## src/rtl/uart_tx_arbiter.sv

```systemverilog
// uart_tx_arbiter: round-robin arbiter and launch sequencer sharing one uart_tx among N_REQ byte requesters
module uart_tx_arbiter #(
    parameter int N_REQ   = 4,
    parameter int DATA_W  = 8,
    parameter int TIMEOUT = 64
) (
    input  logic                       clk,
    input  logic                       clr_n,
    input  logic [N_REQ-1:0]           req,
    input  logic [N_REQ*DATA_W-1:0]    req_data,
    output logic [N_REQ-1:0]           gnt,
    output logic                       ready,
    output logic [DATA_W-1:0]          tx_data,
    input  logic                       tdre,
    output logic                       busy,
    output logic                       done,
    output logic [$clog2(N_REQ)-1:0]   done_id,
    output logic                       err
);
    localparam int IW = $clog2(N_REQ);
    localparam int CW = $clog2(TIMEOUT);
    typedef enum logic [1:0] {IDLE, LAUNCH, WAIT_HI, WAIT_LO} state_t;
    state_t state, state_nxt;
    logic [IW-1:0] owner, last, winner;
    logic [CW-1:0] cnt;
    logic [DATA_W-1:0] slot [N_REQ];
    logic timed_out, fin_ok, fin_to;
    int k;
    for (genvar g = 0; g < N_REQ; g++) begin : g_slot
        assign slot[g] = req_data[g*DATA_W +: DATA_W];
    end
    assign timed_out = cnt == CW'(TIMEOUT - 1);
    assign fin_ok = state == WAIT_LO && !tdre;
    assign fin_to = state == WAIT_HI && !tdre && timed_out;
    always_comb begin
        winner = last;
        k = 0;
        for (int i = N_REQ; i >= 1; i--) begin
            k = (int'(last) + i) % N_REQ;
            if (req[IW'(k)]) winner = IW'(k);
        end
    end
    always_ff @(posedge clk or negedge clr_n)
        if (!clr_n) begin
            state   <= IDLE;
            owner   <= '0;
            last    <= IW'(N_REQ - 1);
            tx_data <= '0;
            cnt     <= '0;
            done    <= 1'b0;
            err     <= 1'b0;
            done_id <= '0;
        end else begin
            state <= state_nxt;
            if (state == IDLE && |req) begin
                owner   <= winner;
                last    <= winner;
                tx_data <= slot[winner];
            end
            cnt  <= (state == WAIT_HI && state_nxt == WAIT_HI) ? cnt + 1'b1 : '0;
            done <= fin_ok;
            err  <= fin_to;
            if (fin_ok || fin_to) done_id <= owner;
        end
    always_comb
        state_nxt = state == IDLE    ? (|req ? LAUNCH : IDLE) :
                    state == LAUNCH  ? WAIT_HI :
                    state == WAIT_HI ? (tdre ? WAIT_LO : timed_out ? IDLE : WAIT_HI) :
                    (tdre ? WAIT_LO : IDLE);
    always_comb begin
        busy  = state != IDLE;
        ready = state == LAUNCH;
        gnt   = ready ? N_REQ'(1) << owner : '0;
    end
endmodule

```

## config.mk

```make
export PLATFORM = sky130hd
export DESIGN_NAME = uart_tx_arbiter
export DESIGN_NICKNAME = d
export VERILOG_FILES = /design/src/rtl/uart_tx_arbiter.sv
export SDC_FILE = /design/constraint.sdc
export NUM_CORES = 1
export LEC_CHECK = 0
export CAP_MARGIN = 20
export CORE_MARGIN = 2
export CORE_UTILIZATION = 35
export DETAILED_ROUTE_END_ITERATION = 6
export PLACE_DENSITY_LB_ADDON = 0.12
export SYNTH_ARGS = -nofsm -noshare
export SYNTH_HDL_FRONTEND = slang
export SYNTH_SLANG_ARGS = --single-unit
```

## constraint.sdc

```tcl
create_clock -name clk -period 2.5 [get_ports clk]
set_input_delay 0.25 -clock clk [delete_from_list [all_inputs] [get_ports clk]]
set_output_delay 0.25 -clock clk [all_outputs]
set_load 0.02 [all_outputs]
```

==> impl_metrics.yaml <==
logic_synthesis:
  ys_warn_count: 0
  ys_types: 30
  ys_seq_elements: 24
  syn_area_sq_um: 1400
  synth.avg_cell_area_sq_um: 10.2
  syn-num-nets: 177
  synth_cells: 137
  yosysSeqAreaShare_pct: 43.1
cells_and_area:
  fin_area_sq_um: 2080
  drive_gt1_share_pct: 13.1
  final_core_util_pct: 55.7
  diodes: 0
  nNetsFinal: 239
  fillers: 350
  synthToLayoutAreaGrowth_pct: 48.9
global_routing:
  overflow: 0
  antenna_found_initial: 0
  grt_pass1_wl_um: 5600
  grt_max_degree: 25
  grt_pass1_vias: 1255
  grt_usage_pct: 16.0
cts:
  cts_resized: 0
  cts_made_buffers: 3
  cts_tree: "built"
  h-tree-depth: 1
  clk_pin_slew_ns: 0.08
  cts_buffer_depth: 2
  cts.hold.buffers_added: 0
  cts_sinks: 24
  insertion_delay_ns: 0.26
  post-cts-setup-buffers: 0
  cts_root_buf: "clkbuf_8"
pwr:
  ir_worst_vdd_mv: 0.572
  combPwrFrac_pct: 56.6
  p_leak_nw: 0.852
  switching_share_pct: 40.1
  p_per_area_nw_per_um2: 985
  clkPwrFrac_pct: 11.1
  internal-power_mw: 1.23
  p_switching_mw: 0.824
  seqPwrFrac_pct: 32.3
detailed_routing:
  wirelength_um: 3370
  first_iter_violations: 43
  final_antenna_net_count: 0
  vias: 1252
  drtPass1Iterations: 4
  viasPerCell: 5.09
  wl_per_cell_um: 13.7
  drc: 0
die:
  core_sq_um: 3740
  start_util_pct: 37.4
  ioPinCount: 57
  rows: 22
  die_w_um: 67.2
  dieArea_sq_um: 4520
  die_h_um: 67.2
timing:
  clock_skew_ns: 0.00315
  hold_viol_final: 0
  report.final.slew_viol_count: 0
  rsz0062_at_grt: "no"
  timing.final.crit_share_pct: 83.5
  tightest_slew_ns: 0.672
  max-slew-margin-rel_pct: 55.0
  clock.fmax_mhz: 479
  final-setup-viol-count: 0
  fin_crit_ns: 2.09
critical_path:
  critPathBufInv: 0
  start_kind: "flop"
  crit_fanout: 20
  cpLargestDelayFamily: "simple AND/OR/NAND/NOR gates"
  critPathCaptureType: "flop"
  crit_slowest_cell: "nor2_1"
  cpPeakStageDelay_ns: 0.62
  required_ns: 2.61
  arrival_ns: 2.19
  rrSetupSlack_ns: 0.41
  crit_chain: "or2_2 -> a21o_1 -> nor2_1 -> a211oi_1"
  criticalPathCategory: "reg -> reg"
place:
  port_buffers: 56
  dpl.hpwl_um: 2640
  postPlaceCellArea_sq_um: 2030
  place_congestion: 0.699
run_status:
  status: "complete, no violations"
run:
  maxCapViolations: 0
hold_path:
  hold_class: "in -> async"
cells in the final DEF, fill, tap and decap left out, types with 4 or more instances in the layout:
master / synthesis / layout
mux2i_1: 9 / 9
mux2_2: 10 / 10
nand2_1: 6 / 6
buf_4: 0 / 6
a211oi_1: 8 / 8
clkdlybuf4s50_1: 0 / 56
dfrtp_1: 22 / 22
nor4b_1: 16 / 16
nor2_1: 22 / 22
a21oi_1: 4 / 4
logic make-up after synthesis:
family	after synthesis	synth area share, %
AO/OA/AOI/OAI	19	10.4
multiplexers	19	14.5
buffers and inverters	9	3.04
AND/OR/NAND/NOR	61	25.6
flip-flops	24	43.1
XOR/XNOR	4	2.50
adder cells (fa/ha/maj)	1	0.894
worst reg2reg max path: cells and delay by family (launching register included):
family,cells,cell delay [ns]
AND/OR/NAND/NOR,2,0.95
AO/OA/AOI/OAI,2,0.55
flip-flops,1,0.44
state kept, by name, indices dropped and copies added (netlist names):
| name | count |
|---|---|
| tx_data | 8 |
| cnt | 6 |
| done_id | 2 |
| last | 2 |
| owner | 2 |
| state | 2 |
| done | 1 |
| err | 1 |
path summary, 6_finish.rpt:
| path | from | to | cells after the start |
|---|---|---|---|
| setup / recovery | state[1]$_DFF_PN0_ | tx_data[0]$_DFFE_PN0P_ | 4 |
| hold / removal | clr_n | cnt[2]$_DFF_PN0_ | 2 |
| setup reg to reg | state[1]$_DFF_PN0_ | tx_data[0]$_DFFE_PN0P_ | 4 |
| hold reg to reg | cnt[0]$_DFF_PN0_ | cnt[0]$_DFF_PN0_ | 1 |
| max in group asynchronous | clr_n | last[1]$_DFFE_PN1P_ | 2 |
| min in group clk | cnt[0]$_DFF_PN0_ | cnt[0]$_DFF_PN0_ | 1 |
cells in the mapped netlist:
master / instances / share of area [%]
dfrtp_1: 22 / 39
nor2_1: 22 / 5.9
nor4b_1: 16 / 10
mux2_2: 10 / 8.0
mux2i_1: 9 / 6.4
a211oi_1: 8 / 4.3
nand2_1: 6 / 1.6
a21oi_1: 4 / 1.4
clkbuf_1: 4 / 1.1
a21o_1: 3 / 1.6
inv_1: 3 / 0.80
nand2b_1: 3 / 1.3
nor2b_1: 3 / 1.3
xnor2_1: 3 / 1.9
and3_1: 2 / 0.89
dfstp_2: 2 / 3.8
nand3_1: 2 / 0.71
nor3b_1: 2 / 1.1
o21ai_0: 2 / 0.71
a221oi_4: 1 / 1.9
a31oi_1: 1 / 0.45
and3b_1: 1 / 0.63
buf_2: 1 / 0.36
buf_6: 1 / 0.80
ha_1: 1 / 0.89
nor3_1: 1 / 0.36
nor3_2: 1 / 0.71
or2_2: 1 / 0.45
or3b_2: 1 / 0.63
xor2_1: 1 / 0.63
cell type report:
class	count	area, sq um	area share, %
well taps	48	60.1	2.88
clock buffers	4	45.0	2.16
flip-flops and latches	24	603	28.9
inverters	3	11.3	0.540
multi-input cells	104	754	36.2
repair buffers	63	611	29.3
routing by layer:
| metal | GRT usage (%) | wire length (um) |
|---|---|---|
| met1 | 20.5 | 1460 |
| met2 | 28.0 | 1710 |
| met5 | 0 | 0 |
| met4 | 1.53 | 6 |
| met3 | 4.50 | 190 |
stage by stage:
stage                     power (mW)  hold WS, ns  instances  setup TNS, ns  setup WS (ns)
after floorplan                 1.38      -0.0456        137              0          0.731
after global placement          1.80        0.449        241              0         0.0730
after detailed placement        1.84        0.461        241         -0.371        -0.0744
after CTS                       2.07        0.347        245              0          0.156
after global routing            2.21        0.375        246              0          0.247
final                           2.05        0.331        246              0          0.412
power by group through the flow:
stage          combinational, mW  clock (mW)  sequential, mW
4_1_cts                     1.17       0.236           0.663
3_5_place_dp                1.17           0           0.669
5_1_grt                     1.27       0.250           0.690
2_1_floorplan              0.639           0           0.743
6_report                    1.16       0.228           0.663
3_3_place_gp                1.14           0           0.665
Power figures use the tool's default switching activity.
